==> config.mk <==
export PLATFORM = sky130hd
export DESIGN_NAME = mono_data_tx
export DESIGN_NICKNAME = d
export VERILOG_FILES = /design/src/rtl/mono_pkg.sv /design/src/rtl/mono_tx_fifo.sv /design/src/rtl/mono_data_tx.sv
export SDC_FILE = /design/constraint.sdc
export NUM_CORES = 1
export LEC_CHECK = 0
export CORE_MARGIN = 2
export CORE_UTILIZATION = 40
export DETAILED_ROUTE_END_ITERATION = 8
export PLACE_DENSITY = 0.62
export SLEW_MARGIN = 20
export SYNTH_ARGS = -nofsm -noshare
export SYNTH_HDL_FRONTEND = slang
export SYNTH_SLANG_ARGS = --single-unit
==> constraint.sdc <==
create_clock -name CLK -period 5.5 [get_ports CLK]
set_clock_uncertainty 0.05 [all_clocks]
set_input_delay 0.55 -clock CLK [delete_from_list [all_inputs] [get_ports CLK]]
set_output_delay 0.55 -clock CLK [all_outputs]
set_load 0.05 [all_outputs]
==> src/rtl/mono_pkg.sv <==
// Shared definitions for the Monopix periphery readout: hit-word field widths,
// transmitter state encoding and the hit-word packing helper.
package mono_pkg;

   localparam int COL_W = 6;
   localparam int ROW_W = 8;
   localparam int TS_W  = 6;
   localparam int HIT_W = COL_W + ROW_W + 2 * TS_W;

   typedef enum logic [1:0] {
      ST_IDLE  = 2'd0,
      ST_WAIT  = 2'd1,
      ST_SHIFT = 2'd2
   } tx_state_e;

   // Hit word layout: {col, row, leading-edge ts, trailing-edge ts}
   function automatic logic [HIT_W-1:0] pack_hit(
      input logic [COL_W-1:0] col,
      input logic [ROW_W-1:0] row,
      input logic [TS_W-1:0]  le,
      input logic [TS_W-1:0]  te
   );
      return {col, row, le, te};
   endfunction

endpackage

==> src/rtl/mono_tx_fifo.sv <==
// Synchronous hit buffer with show-ahead read data and an occupancy count.
// A write while full is accepted only when a pop happens in the same cycle.
module mono_tx_fifo #(
   parameter  int WIDTH = 26,
   parameter  int DEPTH = 16,
   localparam int AW    = $clog2(DEPTH),
   localparam int CW    = AW + 1
) (
   input  logic             CLK,
   input  logic             RST,
   input  logic             wr_en,
   input  logic [WIDTH-1:0] wr_data,
   input  logic             rd_en,
   output logic [WIDTH-1:0] rd_data,
   output logic             full,
   output logic             empty,
   output logic [CW-1:0]    count
);

   logic [WIDTH-1:0] mem [DEPTH];
   logic [AW-1:0]    wr_ptr;
   logic [AW-1:0]    rd_ptr;
   logic             wr_ok;
   logic             rd_ok;

   assign full    = (count == CW'(DEPTH));
   assign empty   = (count == '0);
   assign rd_ok   = rd_en && !empty;
   assign wr_ok   = wr_en && (!full || rd_ok);
   assign rd_data = mem[rd_ptr];

   always_ff @(posedge CLK) begin
      if (wr_ok)
         mem[wr_ptr] <= wr_data;
   end

   always_ff @(posedge CLK) begin
      if (RST) begin
         wr_ptr <= '0;
         rd_ptr <= '0;
         count  <= '0;
      end else begin
         if (wr_ok)
            wr_ptr <= wr_ptr + AW'(1);
         if (rd_ok)
            rd_ptr <= rd_ptr + AW'(1);
         case ({wr_ok, rd_ok})
            2'b10:   count <= count + CW'(1);
            2'b01:   count <= count - CW'(1);
            default: count <= count;
         endcase
      end
   end

endmodule

==> src/rtl/mono_data_tx.sv <==
// Chip-side emulator of the Monopix TOKEN/FREEZE/READ/DATA readout: buffers hits,
// flags frozen hits on TOKEN and shifts one word out on DATA per accepted READ.
//
//   state    | meaning
//   ---------+-----------------------------------------------------------
//   ST_IDLE  | waiting for a legal READ edge, DATA held at 0
//   ST_WAIT  | word popped and latched, counting TX_DELAY idle cycles
//   ST_SHIFT | shifting the latched word out MSB first, one bit per cycle
module mono_data_tx
   import mono_pkg::*;
#(
   parameter int DATA_WIDTH = 26,
   parameter int FIFO_DEPTH = 16,
   parameter int TX_DELAY   = 2
) (
   input  logic                  CLK,
   input  logic                  RST,
   input  logic                  HIT_WR,
   input  logic [DATA_WIDTH-1:0] HIT_DATA,
   output logic                  HIT_FULL,
   input  logic                  FREEZE,
   input  logic                  READ,
   output logic                  TOKEN,
   output logic                  DATA,
   output logic [7:0]            LOST_CNT,
   output logic                  READ_ERR
);

   localparam int CNT_W = $clog2(FIFO_DEPTH) + 1;
   localparam int BIT_W = $clog2(DATA_WIDTH + 1);
   localparam int DLY_W = 4;

   tx_state_e             state;
   logic                  read_q;
   logic                  rd_edge_q;
   logic                  freeze_q;
   logic [CNT_W-1:0]      frz_cnt;
   logic [CNT_W-1:0]      frz_snap;
   logic [CNT_W-1:0]      fifo_count;
   logic                  fifo_full;
   logic                  fifo_empty;
   logic [DATA_WIDTH-1:0] fifo_rdata;
   logic [DATA_WIDTH-1:0] shreg;
   logic [BIT_W-1:0]      bit_cnt;
   logic [DLY_W-1:0]      dly_cnt;
   logic                  read_ok;
   logic                  frz_rise;
   logic                  hit_lost;

   // The READ edge is registered first, so pop and frz_cnt decrement land one
   // cycle after the edge is seen and TOKEN follows one cycle later still.
   assign read_ok  = rd_edge_q && (state == ST_IDLE) && FREEZE && (frz_cnt != '0);
   assign frz_rise = FREEZE && !freeze_q;
   assign frz_snap = fifo_count - CNT_W'(read_ok);
   assign hit_lost = HIT_WR && fifo_full && !read_ok;
   assign HIT_FULL = fifo_full;

   mono_tx_fifo #(
      .WIDTH (DATA_WIDTH),
      .DEPTH (FIFO_DEPTH)
   ) u_fifo (
      .CLK     (CLK),
      .RST     (RST),
      .wr_en   (HIT_WR),
      .wr_data (HIT_DATA),
      .rd_en   (read_ok),
      .rd_data (fifo_rdata),
      .full    (fifo_full),
      .empty   (fifo_empty),
      .count   (fifo_count)
   );

   always_ff @(posedge CLK) begin
      if (RST) begin
         read_q    <= 1'b0;
         rd_edge_q <= 1'b0;
         freeze_q  <= 1'b0;
         frz_cnt   <= '0;
         TOKEN     <= 1'b0;
         LOST_CNT  <= '0;
      end else begin
         read_q    <= READ;
         rd_edge_q <= READ && !read_q;
         freeze_q  <= FREEZE;

         if (!FREEZE)
            frz_cnt <= '0;
         else if (frz_rise)
            frz_cnt <= frz_snap;
         else if (read_ok)
            frz_cnt <= frz_cnt - CNT_W'(1);

         // Use the snapshot on the freeze edge so TOKEN does not dip for a cycle
         if (!FREEZE)
            TOKEN <= !fifo_empty;
         else if (frz_rise)
            TOKEN <= (frz_snap != '0);
         else
            TOKEN <= (frz_cnt != '0);

         if (hit_lost && (LOST_CNT != 8'hFF))
            LOST_CNT <= LOST_CNT + 8'd1;
      end
   end

   always_ff @(posedge CLK) begin
      if (RST) begin
         state    <= ST_IDLE;
         shreg    <= '0;
         bit_cnt  <= '0;
         dly_cnt  <= '0;
         DATA     <= 1'b0;
         READ_ERR <= 1'b0;
      end else begin
         if (rd_edge_q && !read_ok)
            READ_ERR <= 1'b1;

         case (state)
            ST_IDLE: begin
               DATA <= 1'b0;
               if (read_ok) begin
                  if (TX_DELAY == 0) begin
                     state   <= ST_SHIFT;
                     DATA    <= fifo_rdata[DATA_WIDTH-1];
                     shreg   <= fifo_rdata << 1;
                     bit_cnt <= BIT_W'(DATA_WIDTH - 1);
                  end else begin
                     state   <= ST_WAIT;
                     shreg   <= fifo_rdata;
                     dly_cnt <= DLY_W'(TX_DELAY - 1);
                  end
               end
            end

            ST_WAIT: begin
               if (dly_cnt == '0) begin
                  state   <= ST_SHIFT;
                  DATA    <= shreg[DATA_WIDTH-1];
                  shreg   <= shreg << 1;
                  bit_cnt <= BIT_W'(DATA_WIDTH - 1);
               end else begin
                  dly_cnt <= dly_cnt - DLY_W'(1);
               end
            end

            ST_SHIFT: begin
               if (bit_cnt == '0) begin
                  state <= ST_IDLE;
                  DATA  <= 1'b0;
               end else begin
                  DATA    <= shreg[DATA_WIDTH-1];
                  shreg   <= shreg << 1;
                  bit_cnt <= bit_cnt - BIT_W'(1);
               end
            end

            default: begin
               state <= ST_IDLE;
               DATA  <= 1'b0;
            end
         endcase
      end
   end

endmodule
# ---- After elaboration in Yosys (flattened, before gate mapping)
# Memory sizes are Yosys's and may differ from the RTL's. A register that Yosys moved wholly into a read port is not among the register bits.
# Cells that the tools add are included.
dict set report classes {
  eq_ne 11
  n_mux 26
  n_reduce_logical 33
  n_bitwise 1
  n_addsub 9
}
# op n
set ops {}
lappend ops {{$mux 26} 3}
lappend ops {{$pmux 26 s3} 1}
lappend ops {{$mux 5} 4}
lappend ops {{$pmux 5 s2} 2}
lappend ops {{$mux 4} 4}
lappend ops {{$sub 5x1->5 const B} 3}
lappend ops {{$logic_and 1x1->1} 11}
lappend ops {{$logic_not 5->1} 2}
lappend ops {{$ne 2x2->1 const B} 5}
lappend ops {{$reduce_bool 5->1} 2}
lappend ops {{$reduce_and 3->1} 3}
lappend ops {{$add 4x1->4 const B} 2}
lappend ops {{$add 8x1->8 const B} 1}
lappend ops {{$ne 8x8->1 const B} 1}
lappend ops {{$pmux 4 s2} 1}
lappend ops {{$reduce_bool 2->1} 4}
lappend ops {{$mux 1} 6}
lappend ops {{$mux 2} 3}
lappend ops {{$pmux 2 s3} 1}
lappend ops {{$add 5x1->5 const B} 1}
lappend ops {{$eq 5x5->1 const B} 1}
lappend ops {{$logic_not 1->1} 5}
lappend ops {{$sub 5x1->5} 1}
lappend ops {{$eq 2x1->1 const B} 2}
lappend ops {{10 further kinds} 11}
dict set report word_totals {
  mem_bits_rw 416
  register_bits 69
  input_bits 31
  out_inout_bits 12
  wordCells 96
  mem_count 1
}
# memory depth word_bits rd rd_clocked_by_memory_dff write_ports line_no
set memory_table {}
lappend memory_table {u_fifo.mem 16 26 1 1 1 mono_tx_fifo.sv:20} ;# logic [WIDTH-1:0] mem [DEPTH];

# ---- Depth between registers and ports, before layout
# Gate-level depths: netlist of run 1.
dict set report logic_depth {
  depth_word 9
  depth_mapped 12
  mapped_depth_nobuf 12
}

# ---- Cells and area by module
# A second synthesis of run 1 with hierarchy kept.
dict set report unflattened {
  cells_unflattened 1094
  area_unflattened_um2 19557.5
}
# module cells_each seq_area_each_um2 instances area_each_um2
set by_module_without_submodules {}
lappend by_module_without_submodules {mono_tx_fifo 764 12832.3 1 16578.4}
lappend by_module_without_submodules {mono_data_tx 330 1121.1 1 2979.1}

# ---- Worst setup path before layout of run 1
# Ideal clock, no wire load.
dict set report synth_path {
  path_type {reg-to-reg}
  startpoint {reg state[0]}
  endpoint {mem u_fifo.mem[0][0], enable pin}
  required_time_ns 5.008
  slack_ns 1.685
  setup_time_ns 0.442
  arrival_ns 3.323
  path_buffers 1
  period_less_slack_ns 3.815
  stages_incl_launch_ff 9
  path_cell_list {dfxtp_1 -> inv_1 -> ha_1 -> inv_2 -> o311ai_1 -> and2_1 -> clkbuf_1 -> nand2_1 -> nor3_1}
}
dict set report synth_via {
  elab_chain_len 9
}
# item line_no
set synth_rtl {}
lappend synth_rtl {{from (decl)} mono_data_tx.sv:33} ;# tx_state_e state;
lappend synth_rtl {{from (signal assigned)} mono_data_tx.sv:108} ;# state <= ST_IDLE;
lappend synth_rtl {{from (signal assigned)} mono_data_tx.sv:123} ;# state <= ST_SHIFT;
lappend synth_rtl {{from (signal assigned)} mono_data_tx.sv:128} ;# state <= ST_WAIT;
lappend synth_rtl {{$logic_not 2->1} mono_data_tx.sv:52} ;# assign read_ok = rd_edge_q && (state == ST_IDLE) && FREEZE && (frz_cnt != '0);
lappend synth_rtl {{$logic_and 1x1->1 (3 in a row)} mono_data_tx.sv:52}
lappend synth_rtl {{$logic_and 1x1->1} mono_tx_fifo.sv:28} ;# assign rd_ok = rd_en && !empty;
lappend synth_rtl {{$logic_or 1x1->1} mono_tx_fifo.sv:29} ;# assign wr_ok = wr_en && (!full || rd_ok);
lappend synth_rtl {{$logic_and 1x1->1} mono_tx_fifo.sv:29}
lappend synth_rtl {{$mux 1} mono_tx_fifo.sv:33} ;# if (wr_ok)
lappend synth_rtl {{$mux 1 (not written as such)} mono_tx_fifo.sv:34} ;# mem[wr_ptr] <= wr_data;
lappend synth_rtl {{to (decl)} mono_tx_fifo.sv:20}
# Every way passes these cells.

# ---- Worst setup path after layout of run 1
dict set report layout_path {
  startpoint {reg frz_cnt[0]}
  endpoint {mem u_fifo.mem[13][2], enable pin}
}
dict set report layout_via {
  elab_chain_len 7
}
# item line_no
set layout_rtl {}
lappend layout_rtl {{from (decl)} mono_data_tx.sv:37} ;# logic [CNT_W-1:0] frz_cnt;
lappend layout_rtl {{from (signal assigned)} mono_data_tx.sv:89} ;# frz_cnt <= frz_snap;
lappend layout_rtl {{from (signal assigned)} mono_data_tx.sv:91} ;# frz_cnt <= frz_cnt - CNT_W'(1);
lappend layout_rtl {{$reduce_bool 5->1} mono_data_tx.sv:52}
lappend layout_rtl {{$logic_and 1x1->1} mono_data_tx.sv:52}
lappend layout_rtl {{$logic_and 1x1->1} mono_tx_fifo.sv:28}
lappend layout_rtl {{$logic_or 1x1->1} mono_tx_fifo.sv:29}
lappend layout_rtl {{$logic_and 1x1->1} mono_tx_fifo.sv:29}
lappend layout_rtl {{$mux 1} mono_tx_fifo.sv:33}
lappend layout_rtl {{$mux 1 (not written as such)} mono_tx_fifo.sv:34}
# Every way passes these cells.

==> out/results.ini, run 1 <==
[power]
p_int_mw=6.17
power_mw=8.07
cellLeakagePower_nw=6.77
power_frac_comb_pct=8.3
swShare_pct=23.6
p_switching_mw=1.90
pwr-share-seq_pct=53.2
power.density_nw_per_um2=368
peakVddDrop_uv=367
p_clk_share_pct=38.5

[timing]
clock.fmax_mhz=312
slew_violations=0
worst_pin_slew_ns=0.975
min_period_ns=3.20
setup_violations=0
relSlewSlack_pct=34.9
finalCritPeriodShare_pct=58.2
finalSetupTns_ns=0
hold_violations=0
hold_ws_ns=0.345
fin_ws_ns=2.30
rsz0062_at_grt=false

[die]
start_util_pct=40.5
die_w_um=224
coreArea_um2=47600
io_pins=43
fp.dieArea_um2=50000
rows=80
die_h_um=224

[grt]
grt_max_degree=64
grt_pass1_vias=9849
grt_pass1_wl_um=61200
grt_use_total_pct=16.4
grt_antenna_before_repair=0
globalRouteOverflowTotal=0

[cells_and_area]
drive_gt1_share_pct=20.6
final_nets=1160
area_growth_pct=13.5
finalCoreUtilization_pct=46.0
num-fill-cells=4032
final_cell_area_um2=21900
fin_cells=1756
antenna_cells=0

[routing]
drtIter0Drc=859
vias=9653
drc=0
wl_per_cell_um=22.9
wl_um=40200
dr.pass1.iters=5
postRouteAntennaNets=0
vias_per_cell=5.50

[synth]
synth.largest_area_cell=edfxtp_1
ys_warn_count=0
syn_nets=1112
synth_edf_count=416
yosys_register_bits=489
syn_area_per_cell_um2=18.3
ys_types=59
synth.area.top_cells=edfxtp_1 65%, mux4_2 12%, dfxtp_1 7.6%
yosys_most_used_dff=edfxtp_1
syn_inst=1058
yosysSeqAreaShare_pct=72.3
ys_async_sr_fraction_pct=0
synth_area_um2=19300
ys_top_cells_by_count=416 x edfxtp_1, 104 x mux4_2, 81 x nor2_1, 73 x dfxtp_1, 50 x a22oi_1
yosysMostFrequentCell=edfxtp_1
yosysTopAreaCellShare_pct=64.7

[setup_path]
crit_family=simple AND/OR/NAND/NOR gates
cp.required_ns=5.65
timing_worst_setup_path_type=reg2reg
endpoint_kind=flop
cp_cell_sequence=inv_1 > ha_1 > nor4b_4 > o311ai_1 > buf_4 > and2_1 > nand2_1 > nor2_4
start_kind=flop
cp.arrival_ns=3.35
crit_path_top_delay_cell=nor2_4
cpPeakStageDelay_ns=0.82
critPathBufInv=2
path_max_fanout=26

[placed_design]
dp_hpwl_um=24000
post-place-cells=1670
pre_cts_slack_ns=1.84
place_area_um2=20400
io_buffers=42
gp_congestion=0.773

[clock_network]
post_cts_buffers=0
cts_made_buffers=49
tritoncts=built
cts_buffer_depth=3
clkLatencyLatePin_ns=0.60
cts.sinks=489
post_cts.resized_instances=0
ctsRootBufferMaster=clkbuf_16
cts_max_level=2
path_clk_slew_ns=0.06
cts_hold_buf=0

[hold_path]
min-delay-path-class=reg2reg

[flow_run]
cap_violations=0

[outcome]
outcome=finished clean

-- final timing paths --
kind | end | start | cells after the start | slack (ns)
setup reg to reg | u_fifo.mem[13][2] | frz_cnt[0] | 8 | 2.30
hold reg to reg | rd_edge_q | read_q | 1 | 0.34
hold / removal | rd_edge_q | read_q | 1 | 0.34
setup / recovery | u_fifo.mem[13][2] | frz_cnt[0] | 8 | 2.30
-- routing by layer --
layer  track usage, %  routed length, um
met2             26.4              19300
met5                0                  0
met1             23.2              18000
met4             4.49                707
met3             2.90               2320
-- power by group through the flow --
stage / registers (mW) / clock network (mW) / logic (mW)
2_1_floorplan: 4.35 / 0 / 0.453
3_3_place_gp: 4.37 / 0 / 0.656
3_5_place_dp: 4.37 / 0 / 0.668
4_1_cts: 4.30 / 3.18 / 0.674
5_1_grt: 4.31 / 3.33 / 0.749
6_report: 4.30 / 3.11 / 0.668
-- registers in the layout, indices dropped and copies added, names as in the netlist, named ones only --
| name | count |
|---|---|
| rd_edge_q | 1 |
| READ_ERR | 1 |
| LOST_CNT | 8 |
| read_q | 1 |
| TOKEN | 1 |
| frz_cnt | 5 |
| u_fifo.wr_ptr | 4 |
| DATA | 1 |
| state | 2 |
| bit_cnt | 5 |
| dly_cnt | 4 |
| u_fifo.rd_ptr | 4 |
| shreg | 26 |
| u_fifo.count | 5 |
| freeze_q | 1 |
| u_fifo.mem | 416 |
-- cells by family (layout without fill, tap and decap cells) --
logic type               after synthesis  count (layout)  synth area share, %
flip-flops                           489             489                 72.3
AND/OR/NAND/NOR                      189             189                 5.04
adder cells (fa/ha/maj)               23              23                 1.53
XOR/XNOR                              27              27                 1.22
AO/OA/AOI/OAI                        139             139                 5.42
buffers and inverters                 79             162                 1.96
multiplexers                         112             112                 12.6
-- layout make-up --
type | instances | area [um2] | share of cell area [%]
sequential | 489 | 14000 | 63.7
tap | 615 | 769 | 3.51
timing repair buffer | 57 | 541 | 2.47
inverter | 19 | 71.3 | 0.325
multi-input combinational | 490 | 5100 | 23.3
clock buffer | 55 | 1260 | 5.74
clock inverter | 31 | 224 | 1.02
-- cells in the final DEF, fill, tap and decap left out, types with 7 or more instances in the layout --
master,netlist,layout
edfxtp_1,416,416
clkbuf_16,0,49
nor2_4,0,12
a22oi_1,50,50
clkdlybuf4s50_1,0,41
mux4_2,104,104
buf_4,2,14
nor3_1,38,34
a21oi_1,34,34
nor2_1,81,68
nand3_1,11,11
ha_1,22,21
mux2i_1,7,7
inv_1,17,17
xor2_1,11,11
nand2_1,19,19
a211oi_2,12,12
clkinv_1,0,20
a211oi_1,20,20
xnor2_1,16,16
dfxtp_1,73,71
(Power assumes the default switching activity.)
==> run 2, diff against run 1 <==
- PLACE_DENSITY: 0.62 -> 0.64
- clock period: 5.5 -> 2.8 ns (I/O delays scaled with it)
==> run 2 against run 1 <==
Total power increased by 100%. First-iteration DRC count up 1.5%. Hold slack worse by 0.14 ns. Critical path depth grew 3. Final area rose by 4.4%. Die area stayed put. Global-route usage grew 0.12 points. Wire length up 0.91%. Sequential share of layout area is 2.7 points lower. Count of clock-buffer cells in the layout grew 5. Non-clock buffer count increased by 59. Critical endpoint is now u_fifo.count[4].
==> out/results.ini, run 2 (synthesis gave the netlist of run 1 again) <==
[setup_path]
timing_worst_setup_path_type=reg2reg
crit_family=simple AND/OR/NAND/NOR gates
cpPeakStageDelay_ns=0.48  ; -0.34 ns
critPathBufInv=1  ; -1
start_kind=flop
endpoint_kind=flop
crit_path_top_delay_cell=or4b_4
cp.arrival_ns=3.15  ; -0.20 ns
cp_cell_sequence=inv_2 > ha_4 > or4b_4 > o2111ai_4 > nor2_4 > fa_2 > a21o_1 > a21o_1 > and3_4 > or3_1 > a31oi_1
cp.required_ns=3.26  ; -2.39 ns
path_max_fanout=3  ; -88%
crit_top_cell=a21o_1
r2r_slack_ns=0.10  ; -2.19 ns

[hold_path]
min-delay-path-class=in2reg

[power]
cellLeakagePower_nw=7.19  ; +6.2%
power_frac_comb_pct=8.6  ; +0.3 points
p_switching_mw=3.88  ; +100%
p_int_mw=12.5  ; +100%
peakVddDrop_uv=709  ; +93%
power.density_nw_per_um2=717  ; +95%
swShare_pct=23.7  ; +0.098 points
p_clk_share_pct=40.1  ; +1.6 points
pwr-share-seq_pct=51.3  ; -1.9 points

[timing]
slew_violations=0  ; unchanged
worst_pin_slew_ns=0.741  ; -0.234 ns
setup_violations=0  ; unchanged
hold_violations=0  ; unchanged
rsz0062_at_grt=true
min_period_ns=2.70  ; -0.506 ns
finalCritPeriodShare_pct=96.3  ; +38 points
clock.fmax_mhz=371  ; +19%
relSlewSlack_pct=50.6  ; +16 points
hold_ws_ns=0.205  ; -0.140 ns

[grt]
grt_max_degree=66  ; +3.1%
grt_use_total_pct=16.5  ; +0.12 points
grt_antenna_before_repair=0  ; unchanged
grt_pass1_vias=10255  ; +4.1%
grt_pass1_wl_um=62400  ; +2.0%
globalRouteOverflowTotal=0  ; unchanged

[routing]
wl_um=40600  ; +0.91%
wl_per_cell_um=22.3  ; -2.7%
drtIter0Drc=872  ; +1.5%
dr.pass1.iters=5  ; unchanged
postRouteAntennaNets=0  ; unchanged
vias=9994  ; +3.5%
drc=0  ; unchanged
vias_per_cell=5.49  ; -0.22%

[cells_and_area]
drive_gt1_share_pct=26.0  ; +5.4 points
antenna_cells=0  ; unchanged
reg_top3=u_fifo.mem x416, shreg x26, LOST_CNT x8
multi_input_area_um2=5150  ; +1.1%
layout_common_cells=416 x edfxtp_1, 104 x mux4_2, 69 x dfxtp_1
largest_reg_flops=416  ; unchanged
fin_cells=1822  ; +3.8%
area_growth_pct=18.5
num-fill-cells=3921  ; -2.8%
regArea_um2=14000  ; about the same
final_common_cell=edfxtp_1
max_flop_register=u_fifo.mem
final_nets=1220  ; +5.2%

[clock_network]
path_clk_slew_ns=0.06  ; about the same
cts_made_buffers=50  ; +2.0%
cts.sinks=489  ; unchanged
cts_buffer_depth=3  ; unchanged
cts_max_level=2  ; unchanged
clkLatencyLatePin_ns=0.62  ; +0.02 ns
tritoncts=built
ctsRootBufferMaster=clkbuf_16
cts_hold_buf=0  ; unchanged

[die]
die_w_um=224  ; unchanged
die_h_um=224  ; unchanged
fp.dieArea_um2=50000  ; unchanged
start_util_pct=40.5  ; unchanged
io_pins=43  ; unchanged
coreArea_um2=47600  ; unchanged
rows=80  ; unchanged

[placed_design]
post-place-cells=1727  ; +3.4%
io_buffers=42  ; unchanged
gp_congestion=0.777  ; +0.58%
dp_hpwl_um=24300  ; +1.1%

[outcome]
outcome=finished clean

[flow_run]
cap_violations=0  ; unchanged

run 2: cell count changes in the layout (fill, tap and decap cells not counted), sizes merged:
| cell | change |
|---|---|
| clkdlybuf4s50 | -1 |
| clkinvlp | +4 |
| dlygate4sd2 | +1 |
| clkinv | -4 |
| bufinv | +2 |
| clkbuf | +5 |
| buf | +59 |
run 2: layout make-up:
class / count / area share (%)
Clock buffer: 60 / 5.72
Clock inverter: 33 / 1.47
Inverter: 19 / 0.312
Multi-Input combinational cell: 490 / 22.5
Sequential cell: 489 / 61.0
Tap cell: 615 / 3.36
Timing Repair Buffer: 116 / 5.60
run 2: what timing repair did:
| item | CTS | global route |
|---|---|---|
| hold endpoints to repair | 0 | 0 |
| resized for setup | 3 | 9 |
| setup buffers | 0 | 2 |
| setup endpoints to repair | 2 | 1 |
| pin swaps | 0 | 7 |
run 2: per-layer routing:
| metal | vias up | GRT usage, % | part of all wire [%] |
|---|---|---|---|
| li1 | 4482 | - | - |
| met1 | 5191 | 22.3 | 43 |
| met2 | 258 | 27.4 | 49 |
| met3 | 63 | 3.50 | 5.6 |
| met4 | 0 | 4.34 | 1.9 |
| met5 | - | 0 | 0 |
run 2: metrics by stage:
stage | power (mW) | setup slack (ns) | util (%) | cell area [um2] | setup TNS (ns)
after floorplan | 9.43 | -0.320 | - | 19300 | -104.45
after global placement | 9.93 | -0.0576 | 44.5 | 21200 | -0.0576
after detailed placement | 9.97 | -0.0412 | 44.5 | 21200 | -0.0412
after CTS | 16.5 | 0.0244 | 47.9 | 22800 | 0
after global routing | 17.0 | -0.00964 | 48.0 | 22900 | -0.00964
final | 16.4 | 0.103 | 48.0 | 22900 | 0
run 2: worst reg2reg max path, cell delays in order, from the launching register on:
cell,delay (ns)
dfxtp_2,0.32
inv_2,0.08
ha_4,0.14
or4b_4,0.48
o2111ai_4,0.13
nor2_4,0.08
fa_2,0.37
a21o_1,0.19
a21o_1,0.16
and3_4,0.18
or3_1,0.30
a31oi_1,0.16
run 2: power by group through the flow:
stage          combinational [mW]  clock, mW  sequential (mW)
6_report                     1.41       6.59             8.41
5_1_grt                      1.55       7.01             8.45
4_1_cts                      1.41       6.73             8.41
3_5_place_dp                 1.41          0             8.56
3_3_place_gp                 1.39          0             8.55
2_1_floorplan               0.892          0             8.54
run 2: worst paths after layout:
path / startpoint / end / cells past startpoint
setup / recovery: frz_cnt[1] / u_fifo.count[4] / 11
hold / removal: RST / flop / 2
setup reg to reg: frz_cnt[1] / u_fifo.count[4] / 11
hold reg to reg: read_q / rd_edge_q / 1
==> run 3, diff against run 2 <==
- CTS_CLUSTER_DIAMETER: not set -> 30
==> run 3 against run 2 <==
First-iteration DRC count is 1.6% lower. Final cell count is 4.2% higher. Sequential power hardly changed. Non-clock buffer count stayed put. Hold slack worse by 0.0022 ns. Via count is 3.2% higher. Register-to-register slack better by 0.03 ns. Die area stayed put. Clock power is 70% higher. Critical endpoint unchanged.
==> out/results.ini, run 3 (synthesis gave the netlist of run 1 again) <==
[outcome]
outcome=finished clean

[clock_network]
tritoncts=built
path_clk_slew_ns=0.05  ; about the same
cts.sinks=489  ; unchanged
cts_buffer_depth=3  ; unchanged
cts_max_level=3  ; +1
cts_made_buffers=92  ; +84%
ctsRootBufferMaster=clkbuf_16
clkLatencyLatePin_ns=0.63  ; about the same

[power]
pwr-share-seq_pct=40.0  ; -11 points
cellLeakagePower_nw=7.95  ; +11%
power.density_nw_per_um2=861  ; +20%
p_switching_mw=4.89  ; +26%
power_frac_comb_pct=6.7  ; -1.9 points
p_int_mw=16.2  ; +29%
peakVddDrop_uv=566  ; -20%
p_clk_share_pct=53.3  ; +13 points
swShare_pct=23.2  ; -0.46 points

[setup_path]
endpoint_kind=flop
setup.worst_path.end=u_fifo.count[4]
cp.arrival_ns=3.16  ; about the same
reg2reg_from=frz_cnt[1]
r2r_slack_ns=0.13  ; +0.03 ns
rr_endpoint=u_fifo.count[4]
cp.required_ns=3.29  ; +0.03 ns
crit_start=frz_cnt[1]
reg2reg_depth=11  ; unchanged
start_kind=flop
path_max_fanout=3  ; unchanged
timing_worst_setup_path_type=reg2reg

[grt]
grt_max_degree=66  ; unchanged
globalRouteOverflowTotal=0  ; unchanged
grt_pass1_vias=10767  ; +5.0%
grt_antenna_before_repair=0  ; unchanged
grt_use_total_pct=17.2  ; +0.66 points
grt_pass1_wl_um=64600  ; +3.5%

[routing]
dr.pass1.iters=5  ; unchanged
wl_um=41900  ; +3.1%
drc=0  ; unchanged
wl_per_cell_um=22.1  ; -1.0%
vias=10317  ; +3.2%
vias_per_cell=5.43  ; -0.95%
postRouteAntennaNets=0  ; unchanged
drtIter0Drc=858  ; -1.6%

[timing]
relSlewSlack_pct=48.8  ; -1.8 points
setup_violations=0  ; unchanged
finalSetupTns_ns=0  ; unchanged
slew_violations=0  ; unchanged
min_period_ns=2.67  ; -0.0320 ns
rsz0062_at_grt=false
worst_pin_slew_ns=0.768  ; +0.0271 ns
fin_ws_ns=0.135  ; +0.0320 ns
finalCritPeriodShare_pct=95.2  ; -1.1 points
hold_violations=0  ; unchanged
clock.fmax_mhz=375  ; +1.2%

[cells_and_area]
drive_gt1_share_pct=30.9  ; +4.9 points
final_common_cell=edfxtp_1
layout_common_cells=416 x edfxtp_1, 104 x mux4_2, 94 x clkbuf_16
largest_reg_flops=416  ; unchanged
regArea_um2=14000  ; about the same
fin_cells=1899  ; +4.2%
final_nets=1262  ; +3.4%
num-fill-cells=3759  ; -4.1%
reg_top3=u_fifo.mem x416, shreg x26, LOST_CNT x8
max_flop_register=u_fifo.mem
area_growth_pct=26.8
antenna_cells=0  ; unchanged
multi_input_area_um2=5150  ; -0.12%

[die]
rows=80  ; unchanged
die_w_um=224  ; unchanged
start_util_pct=40.5  ; unchanged
coreArea_um2=47600  ; unchanged
io_pins=43  ; unchanged
die_h_um=224  ; unchanged
fp.dieArea_um2=50000  ; unchanged

[placed_design]
gp_congestion=0.777  ; unchanged
pre_cts_slack_ns=-0.0412  ; unchanged
io_buffers=42  ; unchanged
post-place-cells=1727  ; unchanged
dp_hpwl_um=24300  ; unchanged

[hold_path]
min-delay-path-class=in2reg

[flow_run]
cap_violations=0  ; unchanged

[run 3: layer usage]
layer / vias to the layer above / wire length (um) / track usage [%]
li1: 4599 / - / -
met1: 5298 / 17900 / 22.6
met2: 353 / 20700 / 28.4
met3: 67 / 2580 / 4.30
met4: 0 / 741 / 5.18
met5: - / 0 / 0
[run 3: power groups by stage]
stage | registers [mW] | clock network (mW) | logic, mW
floorplan | 8.54 | 0 | 0.892
global placement | 8.55 | 0 | 1.39
detailed placement | 8.56 | 0 | 1.41
CTS | 8.43 | 11.4 | 1.42
global route | 8.47 | 11.7 | 1.56
finish | 8.44 | 11.2 | 1.41
[run 3: how the worst min path moves through the flow]
stage | startpoint | to | slack (ns) | depth (start not counted)
2_1_floorplan | read_q | rd_edge_q | 0.32 | 1
3_3_place_gp | read_q | rd_edge_q | 0.33 | 1
3_5_place_dp | read_q | rd_edge_q | 0.34 | 1
4_1_cts | RST | flop | 0.18 | 2
5_1_grt | RST | flop | 0.21 | 2
6_report | RST | flop | 0.20 | 2
[run 3: worst max-delay path, cell delays in order (launching register included)]
cell and delay, ns:
dfxtp_1 0.31, inv_2 0.08, ha_4 0.14, or4b_4 0.48, o2111ai_4 0.12, nor2_4 0.08
fa_2 0.37, a21o_1 0.17, a21o_1 0.16, and3_4 0.18, or3_1 0.34, a31oi_1 0.16
[run 3: repair_timing]
item,4_1_cts,5_1_grt
hold buffers,0,0
buffers inserted,0,2
pin swaps,0,5
gates resized for setup,2,7
setup endpoints to repair,2,1
[run 3: area by class of cell]
cell class,count,area share (%)
repair buffers,116,5.24
flip-flops and latches,489,57.0
clock inverters,68,3.46
well taps,615,3.14
multi-input cells,490,21.0
clock buffers,102,9.81
inverters,19,0.291
[run 3: through the flow]
step / total power [mW] / hold WS (ns) / instance area [um2] / util, %
2_1_floorplan: 9.43 / 0.317 / 19300 / -
3_3_place_gp: 9.93 / 0.331 / 21200 / 44.5
3_5_place_dp: 9.97 / 0.336 / 21200 / 44.5
4_1_cts: 21.2 / 0.181 / 24400 / 51.3
5_1_grt: 21.8 / 0.206 / 24500 / 51.4
6_report: 21.1 / 0.203 / 24500 / 51.4
